## src/rtl/definitions_pkg.sv

```systemverilog
// Shared execute-stage definitions: machine word, divider op codes and FSM states.
// XLEN_DEF is 64 when RV64 is defined, otherwise 32.
// Optional divider feature macro used elsewhere: DIV_FAST_SPECIAL_EN.
package definitions_pkg;

`ifdef RV64
    localparam int XLEN_DEF = 64;
`else
    localparam int XLEN_DEF = 32;
`endif

    typedef logic [XLEN_DEF-1:0] word_st;

    typedef enum logic [1:0] {
        DIV_S = 2'd0,
        DIV_U = 2'd1,
        REM_S = 2'd2,
        REM_U = 2'd3
    } div_op_e;

    typedef enum logic [1:0] {
        DIV_IDLE = 2'd0,
        DIV_CALC = 2'd1,
        DIV_DONE = 2'd2
    } div_state_e;

    // Iterations needed by a W-variant (32-bit) division.
    localparam int DIV_W_ITERS = 32;

    function automatic logic div_is_signed(input div_op_e op);
        return (op == DIV_S) || (op == REM_S);
    endfunction

    function automatic logic div_is_rem(input div_op_e op);
        return (op == REM_S) || (op == REM_U);
    endfunction

endpackage

```

## src/rtl/div_unit_step.sv

```systemverilog
// One restoring division step: shift {rem,quo} left, trial-subtract divisor.
// Latency: combinational.
// Backpressure: none (pure function of its inputs).
module div_step #(
    parameter int XLEN = 32
) (
    input  logic [XLEN-1:0] rem_i,
    input  logic [XLEN-1:0] quo_i,
    input  logic [XLEN-1:0] divisor_i,
    output logic [XLEN-1:0] rem_o,
    output logic [XLEN-1:0] quo_o
);

    logic [XLEN:0] w_shift;
    logic [XLEN:0] w_diff;
    logic          w_fits;

    // Partial remainder gains one extra bit after the shift, so subtract at XLEN+1 width.
    assign w_shift = {rem_i, quo_i[XLEN-1]};
    assign w_diff  = w_shift - {1'b0, divisor_i};
    assign w_fits  = ~w_diff[XLEN];

    assign rem_o = w_fits ? w_diff[XLEN-1:0] : w_shift[XLEN-1:0];
    assign quo_o = {quo_i[XLEN-2:0], w_fits};

endmodule

```

## src/rtl/div_unit.sv

```systemverilog
// Iterative radix-2 divider for DIV/DIVU/REM/REMU (+ W variants under RV64).
// Latency: N+1 cycles from handshake (N = 32 or XLEN); special cases 1 cycle with DIV_FAST_SPECIAL_EN.
// Backpressure: ready_o only in IDLE; result held in DONE until ready_i; flush_i kills any state.
module div_unit
    import definitions_pkg::*;
#(
    parameter int XLEN = XLEN_DEF
) (
    input  logic            clk_i,
    input  logic            rst_ni,
    input  logic            valid_i,
    output logic            ready_o,
    input  div_op_e         div_op_i,
    input  logic            word_32_i,
    input  logic [XLEN-1:0] src_a_i,
    input  logic [XLEN-1:0] src_b_i,
    input  logic            flush_i,
    output logic            valid_o,
    input  logic            ready_i,
    output logic [XLEN-1:0] result_o
);

    localparam int CW = $clog2(XLEN + 1);

    // Extend the low 32 bits to XLEN (sign or zero) when w is set; pass through otherwise.
    function automatic logic [XLEN-1:0] ext32(input logic [XLEN-1:0] x, input logic w, input logic s);
        logic [XLEN-1:0] r;
        for (int i = 0; i < XLEN; i++) begin
            r[i] = (i < 32) ? x[i] : (s & x[31]);
        end
        return w ? r : x;
    endfunction

    div_state_e      r_state;
    div_op_e         r_op;
    logic            r_word;
    logic            r_sign_q;
    logic            r_sign_r;
    logic            r_special;
    logic [XLEN-1:0] r_spec_val;
    logic [XLEN-1:0] r_rem;
    logic [XLEN-1:0] r_quo;
    logic [XLEN-1:0] r_divisor;
    logic [XLEN-1:0] r_result;
    logic [CW-1:0]   r_cnt;

    logic            w_word;
    logic            w_signed;
    logic            w_is_rem;
    logic [XLEN-1:0] w_a_ext;
    logic [XLEN-1:0] w_b_ext;
    logic            w_sign_a;
    logic            w_sign_b;
    logic [XLEN-1:0] w_mag_a;
    logic [XLEN-1:0] w_mag_b;
    logic            w_div0;
    logic            w_ovf;
    logic [XLEN-1:0] w_min_neg;
    logic [XLEN-1:0] w_spec_raw;
    logic [XLEN-1:0] w_spec_ext;
    logic [XLEN-1:0] w_quo_init;
    logic [CW-1:0]   w_iters;
    logic [XLEN-1:0] w_rem_nxt;
    logic [XLEN-1:0] w_quo_nxt;
    logic [XLEN-1:0] w_q_fin;
    logic [XLEN-1:0] w_r_fin;
    logic [XLEN-1:0] w_fin;
    logic            w_accept;

    // Operand preparation at acceptance; W flag only meaningful on a 64-bit datapath.
    assign w_word   = (XLEN > 32) ? word_32_i : 1'b0;
    assign w_signed = div_is_signed(div_op_i);
    assign w_is_rem = div_is_rem(div_op_i);
    assign w_a_ext  = ext32(src_a_i, w_word, w_signed);
    assign w_b_ext  = ext32(src_b_i, w_word, w_signed);
    assign w_sign_a = w_signed & w_a_ext[XLEN-1];
    assign w_sign_b = w_signed & w_b_ext[XLEN-1];
    assign w_mag_a  = w_sign_a ? (~w_a_ext + 1'b1) : w_a_ext;
    assign w_mag_b  = w_sign_b ? (~w_b_ext + 1'b1) : w_b_ext;

    // Architectural special cases, resolved up front and forced at DONE entry.
    assign w_min_neg  = w_word ? ext32(XLEN'(32'h8000_0000), 1'b1, 1'b1)
                               : {1'b1, {(XLEN-1){1'b0}}};
    assign w_div0     = (w_b_ext == '0);
    assign w_ovf      = w_signed & ~w_div0 & (w_a_ext == w_min_neg) & (w_b_ext == '1);
    assign w_spec_raw = w_div0 ? (w_is_rem ? w_a_ext : '1) : (w_is_rem ? '0 : w_a_ext);
    assign w_spec_ext = ext32(w_spec_raw, w_word, 1'b1);

    // A W dividend sits in the top half so that 32 shifts consume exactly its bits.
    assign w_quo_init = w_word ? (w_mag_a << (XLEN - DIV_W_ITERS)) : w_mag_a;
    assign w_iters    = w_word ? CW'(DIV_W_ITERS) : CW'(XLEN);

    div_step #(.XLEN(XLEN)) u_step (
        .rem_i     (r_rem),
        .quo_i     (r_quo),
        .divisor_i (r_divisor),
        .rem_o     (w_rem_nxt),
        .quo_o     (w_quo_nxt)
    );

    // Final result from the last step's outputs, with sign fix-up and W sign-extension.
    assign w_q_fin = r_sign_q ? (~w_quo_nxt + 1'b1) : w_quo_nxt;
    assign w_r_fin = r_sign_r ? (~w_rem_nxt + 1'b1) : w_rem_nxt;
    assign w_fin   = r_special ? r_spec_val
                               : ext32(div_is_rem(r_op) ? w_r_fin : w_q_fin, r_word, 1'b1);

    assign w_accept = (r_state == DIV_IDLE) & valid_i & ~flush_i;
    assign ready_o  = (r_state == DIV_IDLE);
    assign valid_o  = (r_state == DIV_DONE);
    assign result_o = r_result;

    // FSM, iteration datapath and result register; flush wins over everything but reset.
    always_ff @(posedge clk_i or negedge rst_ni) begin
        if (!rst_ni) begin
            r_state    <= DIV_IDLE;
            r_op       <= DIV_S;
            r_word     <= 1'b0;
            r_sign_q   <= 1'b0;
            r_sign_r   <= 1'b0;
            r_special  <= 1'b0;
            r_spec_val <= '0;
            r_rem      <= '0;
            r_quo      <= '0;
            r_divisor  <= '0;
            r_result   <= '0;
            r_cnt      <= '0;
        end else if (flush_i) begin
            r_state <= DIV_IDLE;
        end else begin
            case (r_state)
                DIV_IDLE: begin
                    if (w_accept) begin
                        r_op       <= div_op_i;
                        r_word     <= w_word;
                        r_sign_q   <= w_sign_a ^ w_sign_b;
                        r_sign_r   <= w_sign_a;
                        r_special  <= w_div0 | w_ovf;
                        r_spec_val <= w_spec_ext;
                        r_rem      <= '0;
                        r_quo      <= w_quo_init;
                        r_divisor  <= w_mag_b;
                        r_cnt      <= w_iters;
`ifdef DIV_FAST_SPECIAL_EN
                        if (w_div0 || w_ovf) begin
                            r_state  <= DIV_DONE;
                            r_result <= w_spec_ext;
                        end else begin
                            r_state <= DIV_CALC;
                        end
`else
                        r_state <= DIV_CALC;
`endif
                    end
                end
                DIV_CALC: begin
                    r_rem <= w_rem_nxt;
                    r_quo <= w_quo_nxt;
                    r_cnt <= r_cnt - 1'b1;
                    if (r_cnt == CW'(1)) begin
                        r_state  <= DIV_DONE;
                        r_result <= w_fin;
                    end
                end
                DIV_DONE: begin
                    if (ready_i) begin
                        r_state <= DIV_IDLE;
                    end
                end
                default: r_state <= DIV_IDLE;
            endcase
        end
    end

endmodule

```

## config.mk

```make
export PLATFORM = sky130hd
export DESIGN_NAME = div_unit
export DESIGN_NICKNAME = d
export VERILOG_FILES = /design/src/rtl/definitions_pkg.sv /design/src/rtl/div_unit_step.sv /design/src/rtl/div_unit.sv
export SDC_FILE = /design/constraint.sdc
export NUM_CORES = 1
export LEC_CHECK = 0
export CAP_MARGIN = 20
export CELL_PAD_IN_SITES_DETAIL_PLACEMENT = 0
export CELL_PAD_IN_SITES_GLOBAL_PLACEMENT = 1
export CORE_AREA = 4 4 168 170
export CTS_BUF_LIST = sky130_fd_sc_hd__clkbuf_4
export DETAILED_ROUTE_END_ITERATION = 7
export DIE_AREA = 0 0 172 174
export PLACE_DENSITY_LB_ADDON = 0.1
export SLEW_MARGIN = 30
export SYNTH_ARGS = -nofsm -noshare
export SYNTH_HDL_FRONTEND = slang
export SYNTH_SLANG_ARGS = --single-unit
```

## constraint.sdc

```tcl
create_clock -name clk_i -period 9.1 [get_ports clk_i]
set_input_delay 0.91 -clock clk_i [delete_from_list [all_inputs] [get_ports clk_i]]
set_output_delay 0.91 -clock clk_i [all_outputs]
set_load 0.05 [all_outputs]
```

After elaboration in Yosys (flattened, before gate mapping)
Index checks and enable logic that the tools add are counted.

storage, ports and cells
  flip-flop bits (word level) = 173
  bits of input ports = 72
  output and inout bits = 34
  logic and storage cells = 78

operators by class
  add/sub/neg operators = 6
  eq/ne operators = 13
  mux-type cells = 21
  bitwise gates (word level) = 16
  reduce and logical (&&, ||, !) cells = 11

operator list
  kind                                                   count
  2-to-1 mux 32 bit                                      12
  adder 32 x 1 -> 32 bit, second input constant          4
  inverter 32 bit                                        4
  one-hot mux 32 bit (2 select lines)                    2
  equality test 32 bit, second input constant            2
  subtractor 33 x 32 -> 33 bit                           1
  zero test 32 bit                                       1
  one-hot mux 6 bit (2 select lines)                     1
  AND reduction 3 bit                                    4
  equality test 2 bit, second input constant             5
  2-to-1 mux 2 bit                                       4
  AND 1 bit                                              7
  equality test 6 x 1 -> 1 bit, second input constant    1
  2-to-1 mux 6 bit                                       1
  one-hot mux 2 bit (3 select lines)                     1
  subtractor 6 x 1 -> 6 bit, second input constant       1
  zero test 2 bit                                        2
  logical OR 1 bit                                       3
  inequality test 3 x 1 -> 1 bit, second input constant  1
  inequality test 3 x 2 -> 1 bit, second input constant  1
  inequality test 3 bit, second input constant           1
  inverter 1 bit                                         3
  equality test 2 x 1 -> 1 bit, second input constant    1
  inequality test 2 x 1 -> 1 bit, second input constant  1
  other kinds (3)                                        3

Longest topological paths before layout
Gate-level depths: netlist (run 1).

  word-level depth = 7
  depth in mapped cells = 22
  gate-level depth less buffers = 21

Hierarchy
A second synthesis (run 1) with hierarchy kept.

unflattened totals
  cells, all modules = 1,530
  area, all modules = 13,131.3 sq um

by module, submodules not included
  module    times used  cells each  area an instance (sq um)  seq. area each (sq um)
  div_unit  1           1,187       10,635.2                  4,304.1
  div_step  1           343         2,496.1                   0.0

Worst setup path before layout (run 1)
Ideal clock, no wire load.

  kind = reg-to-reg
  start point = register r_quo[31]
  end point = register r_result[26], in the netlist result_o[26]
  setup time = 0.131 ns
  arrival time = 4.616 ns
  required time = 8.969 ns
  slack = 4.353 ns
  stages on the path, launching flop included = 22
  path buffers = 2
  clock period less this slack = 4.747 ns
  cell sequence = dfrtp_1 > inv_1 > ha_1 > fa_1 > nand2b_1 > a21oi_2 > o21ai_0 > a211oi_2 > o21a_2 > nor2_4 > inv_2 > buf_2 > buf_1 > ha_1 > inv_1 > or2_4 > or4_4 > or2_4 > o41ai_4 > xnor2_1 > a221oi_2 > o22ai_2

on the way
  longest elaborated chain between the ends = 7
  elaborated cells between the ends (all ways) = 11
  classes of those cells = 3 x add/sub; 5 x mux; 3 x bitwise

ends and longest elaborated chain
  element                                              line                                      RTL
  start, declared                                      div_unit.sv:42                            logic [XLEN-1:0] r_quo;
  start signal, assigned                               div_unit.sv:140                           r_quo <= w_quo_init;
  start signal, assigned                               div_unit.sv:157                           r_quo <= w_quo_nxt;
  subtractor 33 x 32 -> 33 bit                         div_unit_step.sv:20                       assign w_diff = w_shift - {1'b0, divisor_i};
  2-to-1 mux 32 bit or inverter 1 bit (tied branches)  div_unit_step.sv:23, div_unit_step.sv:21
  inverter 32 bit, on equally long branches            div_unit.sv:103, div_unit.sv:102
  adder 32 x 1 -> 32 bit, on equally long branches     div_unit.sv:103, div_unit.sv:102
  2-to-1 mux 32 bit, on equally long branches          div_unit.sv:103, div_unit.sv:102
  2-to-1 mux 32 bit *                                  div_unit.sv:105                           : ext32(div_is_rem(r_op) ? w_r_fin : w_q_fin, r_word, 1'b1);
  2-to-1 mux 32 bit *                                  div_unit.sv:104                           assign w_fin = r_special ? r_spec_val
  end signal, assigned                                 div_unit.sv:161                           r_result <= w_fin;
  end, declared                                        div_unit.sv:44                            logic [XLEN-1:0] r_result;

Every way passes the cells marked *; elsewhere a longest branch is shown, timed or not.
A chain may end at the register's enable or synchronous reset.

Worst setup path in the final report (run 1)
  start point = register r_quo[31]
  end point = register r_result[20], in the netlist result_o[20]

Same word-level chain as after synthesis.

==> results of run 1 <==
logic make-up (layout without fill, tap and decap cells):
| family | count (synthesis) | after routing | share of synthesized area, % |
|---|---|---|---|
| compound gates | 577 | 577 | 26.81 |
| xor+xnor | 128 | 128 | 8.640 |
| fa+ha+maj | 40 | 40 | 3.915 |
| buf+inv | 162 | 211 | 4.841 |
| flops | 172 | 172 | 33.17 |
| mux | 29 | 29 | 2.295 |
| other cells | 0 | 1 | 0 |
| simple gates | 563 | 563 | 20.33 |
Yosys cell counts, drive strengths merged (23+ instances only):
cell and instances:
mux2i 23, xor2 49, inv 62, o31ai 30, nand3 28, nor2 134, clkbuf 80, dfrtp 172
or3 27, xnor2 79, ha 39, nand2 219, a21oi 135, o21ai 257, nor3 40
report_power, final:
group          leakage, nW  internal (W)  total (W)  switching [W]
combinational         3.53       0.00119    0.00342        0.00223
sequential            2.24      0.000974    0.00122       0.000246
clock                0.154      0.000194   0.000499       0.000305
flip-flops by register name (all words and copies together), names as in the netlist:
name	cells
r_sign_r	1
result_o	32
r_rem	32
r_state	2
r_special	1
r_spec_val	32
r_divisor	32
r_op	1
r_sign_q	1
r_cnt	6
r_quo	32
routing by layer:
| layer | wire [um] | share of wire, % | global-route usage (%) | vias up |
|---|---|---|---|---|
| li1 | - | - | - | 6080 |
| met1 | 20530 | 48 | 44.05 | 5999 |
| met2 | 17810 | 42 | 39.07 | 483 |
| met3 | 3653 | 8.5 | 6.595 | 65 |
| met4 | 847 | 2.0 | 6.256 | 0 |
| met5 | 0 | 0 | 0 | - |
through the flow:
step,setup WS [ps],instances,area (sq um),hold WS (ps)
floorplan,4353,1671,12970,442.3
global placement,3088,2031,14190,455.6
detailed placement,3028,2031,14190,464.9
CTS,3022,2061,14500,451.9
global route,2432,2062,14520,417.0
finish,2914,2062,14520,351.3
placed cells by master (no fill, tap or decap), drive strengths merged, types with 7 or more instances in the layout:
cell,instances
a211oi,15
a21o,22
a21oi,135
a221oi,9
a311oi,7
a31oi,13
and2,8
and3,13
buf,14
clkbuf,18
clkdlybuf4s50,103
dfrtp,172
ha,39
inv,69
mux2i,23
nand2,219
nand2b,13
nand3,28
nand4,22
nor2,134
nor3,40
nor4,21
o211ai,11
o21ai,257
o22ai,15
o31ai,30
o41ai,11
or3,27
or4,12
xnor2,79
xor2,49
worst min path at each step:
stage,endpoint
after floorplan,r_spec_val[15]
after global placement,r_spec_val[3]
after detailed placement,r_spec_val[12]
after CTS,r_rem[9]
after global routing,r_rem[25]
final,r_rem[25]
final cells by class:
class | count | area (sq um)
well taps | 341 | 426.7
clock inverters | 13 | 176.4
clock buffers | 17 | 127.6
diodes | 1 | 2.502
inverters | 63 | 236.5
flip-flops and latches | 172 | 4304
repair buffers | 118 | 1154
fillers | 2660 | 12210
multi-input cells | 1337 | 8088
worst reg2reg max path: cells and delay by family, from the launching register on:
kind / cells / cell delay, ps
XOR/XNOR: 1 / 160
AND/OR/NAND/NOR: 4 / 620
buffers and inverters: 3 / 890
adder cells (fa/ha/maj): 3 / 920
AO/OA/AOI/OAI: 10 / 3100
flip-flops: 1 / 430
==> impl_metrics.ini, run 1 <==
[run_status]
run_status = completed

[pwr]
ir_worst_vdd_mv = 0.1773
leakagePower_nw = 5.929
post-layout-total-power_w = 0.005137
power_per_cell_area_mw_per_mm2 = 353.9

[floorplanning]
floorplan.rows = 60
io_pins = 106
core_region_area_sq_mm = 0.02673
chipHeight_um = 174
start_util_pct = 48.55
die_area_sq_mm = 0.02993
die_x_um = 172

[sta]
final_period_minus_worst_setup_slack_ps = 6186
drv_slew = 0
rsz0062_at_grt = no
finalSetupViolCount = 0
timing.final.crit_share_pct = 67.97
clock_skew_ps = 37.91
slew_at_the_pin_closest_to_its_max_slew_limit_ps = 955.2
timing.fmax_mhz = 161.7
finalHoldViolations = 0
setup-tns-final_ps = 0
slew-limit-headroom_pct = 34.68

[flow_run]
maxCapViolCount = 0

[clock_network]
cts_num_sinks = 172
clock_tree.root_cell = clkbuf_4
cts_hold_repair.buffers = 0
cts.reportedPaths.clkPinSlew_ps = 170
cts_resized = 0
numCtsBuffers = 17
cts_tree = yes
clock_tree.buffer_depth = 2
post-cts-setup-buffer-count = 0
clock_latency_ps = 610
cts-htree-levels = 4

[finish]
area_delta_synth_final_pct = 11.87
finalCoreUtilization_pct = 54.31
finalNetCount = 1821
drive_gt1_share_pct = 4.942

[placed_design]
numPortBuffers = 104
final_weighted_congestion_in_routability_driven_placement = 0.9484
detailedPlacementHpwl_um = 32610

[synth]
synth-async-reset-ratio_pct = 100.0
synth_enable_flop_cells = 0
synth_top_cell_by_area = dfrtp_1
syn_nets = 1783
syn-mean-instance-area_sq_um = 7.765
syn-cell-area_sq_mm = 0.01297
synth_cell_type_count = 79
synth_seq_area_share_pct = 33.17
synthTopCellsByArea = dfrtp_1 33%, o21ai_0 9.6%, nand2_1 6.3%
yosys_warnings = 0
syn_inst = 1671
synth_top_cell_area_share_pct = 33.17
yosys_most_used_dff = dfrtp_1
yosys_reg_bits = 172

[route]
drc_errors = 0
wl_per_cell_um = 20.78
postRouteWirelength_um = 42850
vias_per_cell = 6.124
detail_route.iter0.violations = 1148
dr.pass1.iters = 5
num_vias = 12630
drtAntennaViolNets = 0

[setup_path]
critPathKind = reg2reg
worst_ep_arrival_time_ps = 6690
r2r_start = r_quo[31]
endpoint_kind = register
stages_on_the_worst_setup_path = 21
cp_slowest_stage_delay_ps = 460
most_frequent_cell_on_the_critical_path = o21ai_0
worst-r2r-cell-count = 21
crit_path_start = r_quo[31]
startpoint_type = register
path_max_fanout = 44
timing.critical_path.max_delay_family = compound AO/OA/AOI/OAI gates
crit_slowest_cell = inv_2
setup.worst_path.end = result_o[20]
reg2reg_setup_slack_ps = 2910
crit_reg_reg_endpoint = result_o[20]
critical_path.cell_chain = inv_1 > ha_1 > fa_1 > nand2b_1 > a21oi_2 > o21ai_0 > a211oi_2 > o21a_2 > nor2_4 > buf_4 > inv_2 > nor2_1 > a21oi_1 > ha_1 > nor4b_1 > o211ai_1 > o41a_1 > o21ai_0 > xor2_1 > a222oi_1 > o21ai_0
worst_ep_required_time_ps = 9600
cp.buffers_inverters = 3

[worst_hold_path]
hold_path.class = in2async

[global_routing]
groute.usage.overall_pct = 28.10
overflow = 0
initial_antenna_violation_count = 1
grt_max_degree = 99
grt_pass1_wl_um = 66250
vias_in_the_first_global_route = 11410
Note: power is estimated with default switching activity, not from simulation.
==> inputs of run 2 (changes only) <==
- CORE_AREA: 4 4 168 170 -> 4 4 175 177
- DIE_AREA: 0 0 172 174 -> 0 0 179 181
- clock period: 9.1 -> 6.3 ns (I/O delays scaled with it)
==> impl_metrics.ini, run 2 (same netlist as run 1, synthesis figures left out) <==
[run_status]
run_status = finished with violations
failed_checks = hold timing

[finish]
area_of_the_multi_input_gates_sq_mm = 0.008083
register_area_sq_mm = 0.004305
area_delta_synth_final_pct = 12.26
nFillCells = 2906
drive_gt1_share_pct = 5.217
most_frequent_cells_in_the_layout = 249 x o21ai_0, 218 x nand2_1, 171 x dfrtp_1, 133 x a21oi_1, 133 x nor2_1
postLayoutCellArea_sq_mm = 0.01457
layout.cells.most_common = o21ai_0
finalNetCount = 1824

[setup_path]
setup.worst_path.end = result_o[20]
worst_ep_arrival_time_ps = 5900
worst-r2r-cell-count = 20
crit_reg_reg_endpoint = result_o[20]
stages_on_the_worst_setup_path = 20
most_frequent_cell_on_the_critical_path = o21ai_0
startpoint_type = register
path_max_fanout = 24
critPathKind = reg2reg
crit_path_start = r_quo[31]
cp.buffers_inverters = 3
timing.critical_path.max_delay_family = compound AO/OA/AOI/OAI gates
worst_ep_required_time_ps = 6800
endpoint_kind = register
cp_slowest_stage_delay_ps = 470
reg2reg_setup_slack_ps = 900
critical_path.cell_chain = inv_1 > ha_1 > fa_1 > nand2b_1 > a21oi_2 > o21ai_0 > a211oi_2 > nor3_2 > nor2_4 > inv_2 > buf_4 > a21oi_1 > ha_1 > nor4b_1 > o211ai_1 > o41a_1 > o21ai_0 > xor2_1 > a222oi_1 > o21ai_0
r2r_start = r_quo[31]
crit_slowest_cell = o41a_1

[placed_design]
numPortBuffers = 104
place_area_sq_mm = 0.01428
detailedPlacementHpwl_um = 33470
dpl_worst_slack_ps = 1071
final_weighted_congestion_in_routability_driven_placement = 0.9458

[pwr]
share_of_total_power_consumed_by_net_switching_pct = 54.98
p_sw_w = 0.004051
ir_worst_vdd_mv = 0.3885
p_int_w = 0.003317
leakagePower_nw = 5.931
power_per_cell_area_mw_per_mm2 = 505.9
seqPwrFrac_pct = 24.3
combinational_power_share_pct = 66.8
clock_network_power_share_pct = 8.8

[sta]
drv_slew = 0
finalHoldViolations = 2
setup-tns-final_ps = 0
timing.final.crit_share_pct = 85.75
final_period_minus_worst_setup_slack_ps = 5402
rsz0062_at_grt = no
slew-limit-headroom_pct = 30.89
setup_ws_ps = 897.5
slew_at_the_pin_closest_to_its_max_slew_limit_ps = 1037
finalSetupViolCount = 0
timing.fmax_mhz = 185.1
hold_slack_ps = -16.86
clock_skew_ps = 28.86

[global_routing]
vias_in_the_first_global_route = 11280
overflow = 0
grt_pass1_wl_um = 66980
initial_antenna_violation_count = 1
grt_max_degree = 129
groute.usage.overall_pct = 26.69

[worst_hold_path]
hold_path.class = in2async

[clock_network]
numCtsBuffers = 17
cts_hold_repair.buffers = 0
cts-htree-levels = 4
post-cts-setup-buffer-count = 0
cts_tree = yes
cts_resized = 0
clock_latency_ps = 640
cts_num_sinks = 172
clock_tree.buffer_depth = 2
cts.reportedPaths.clkPinSlew_ps = 170
clock_tree.root_cell = clkbuf_4

[floorplanning]
floorplan.rows = 63
io_pins = 106
core_region_area_sq_mm = 0.02924
start_util_pct = 44.37
die_area_sq_mm = 0.03240
die_x_um = 179
chipHeight_um = 181

[route]
drtAntennaViolNets = 0
num_vias = 12480
postRouteWirelength_um = 43340
wl_per_cell_um = 20.48
drc_errors = 0
dr.pass1.iters = 5
detail_route.iter0.violations = 1194
vias_per_cell = 5.900

[flow_run]
maxCapViolCount = 0
[run 2: changes by cell type in the layout (fill, tap and decap cells not counted), sizes merged]
cell / delta
bufinv: -3
clkinv: +4
buf: +4
inv: +2
clkinvlp: -1
clkbuf: -1
[run 2: worst min-delay path by stage]
stage / from / to
5_1_grt: rst_ni / r_rem[25]
6_report: rst_ni / r_rem[25]
3_3_place_gp: r_spec_val[7] / r_spec_val[7]
2_1_floorplan: rst_ni / r_cnt[0]
3_5_place_dp: r_spec_val[11] / r_spec_val[11]
4_1_cts: rst_ni / r_rem[25]
[run 2: worst register-to-register path, cell delays in order (launching register included)]
cell      delay [ps]
dfrtp_1          430
inv_1             80
ha_1             220
fa_1             400
nand2b_1         220
a21oi_2          350
o21ai_0          240
a211oi_2         420
nor3_2           110
nor2_4           110
inv_2             50
buf_4            220
a21oi_1          340
ha_1             280
nor4b_1          270
o211ai_1         210
o41a_1           470
o21ai_0          270
xor2_1           160
a222oi_1         310
o21ai_0          120
[run 2: power by group through the flow]
stage          logic (W)  registers (W)  clock network (W)
6_report         0.00492        0.00179           0.000650
2_1_floorplan    0.00326        0.00188                  0
3_3_place_gp     0.00483        0.00179                  0
4_1_cts          0.00489        0.00178           0.000664
3_5_place_dp     0.00487        0.00181                  0
5_1_grt          0.00537        0.00183           0.000711
[run 2: per-layer routing]
layer / track usage (%) / up-vias / routed length, um
li1: - / 6092 / -
met4: 5.312 / 0 / 711
met5: 0 / - / 0
met2: 37.38 / 410 / 17810
met1: 42.67 / 5939 / 21430
met3: 4.896 / 43 / 3384
[run 2: final cells by class]
type,count,area share [%]
Tap cell,390,3.350
Clock buffer,17,0.8762
Multi-Input combinational cell,1337,55.49
Antenna cell,1,0.01718
Clock inverter,15,1.022
Sequential cell,172,29.56
Inverter,63,1.624
Timing Repair Buffer,121,8.058
[run 2: through the flow]
stage / instances / utilization [%] / total power [W] / hold slack, ps
global route: 2116 / 49.81 / 0.007913 / 22.32
detailed placement: 2083 / 48.83 / 0.006674 / 465.5
floorplan: 1671 / - / 0.005135 / 334.4
CTS: 2115 / 49.78 / 0.007330 / 13.85
global placement: 2083 / 48.81 / 0.006620 / 457.0
finish: 2116 / 49.81 / 0.007368 / -16.86
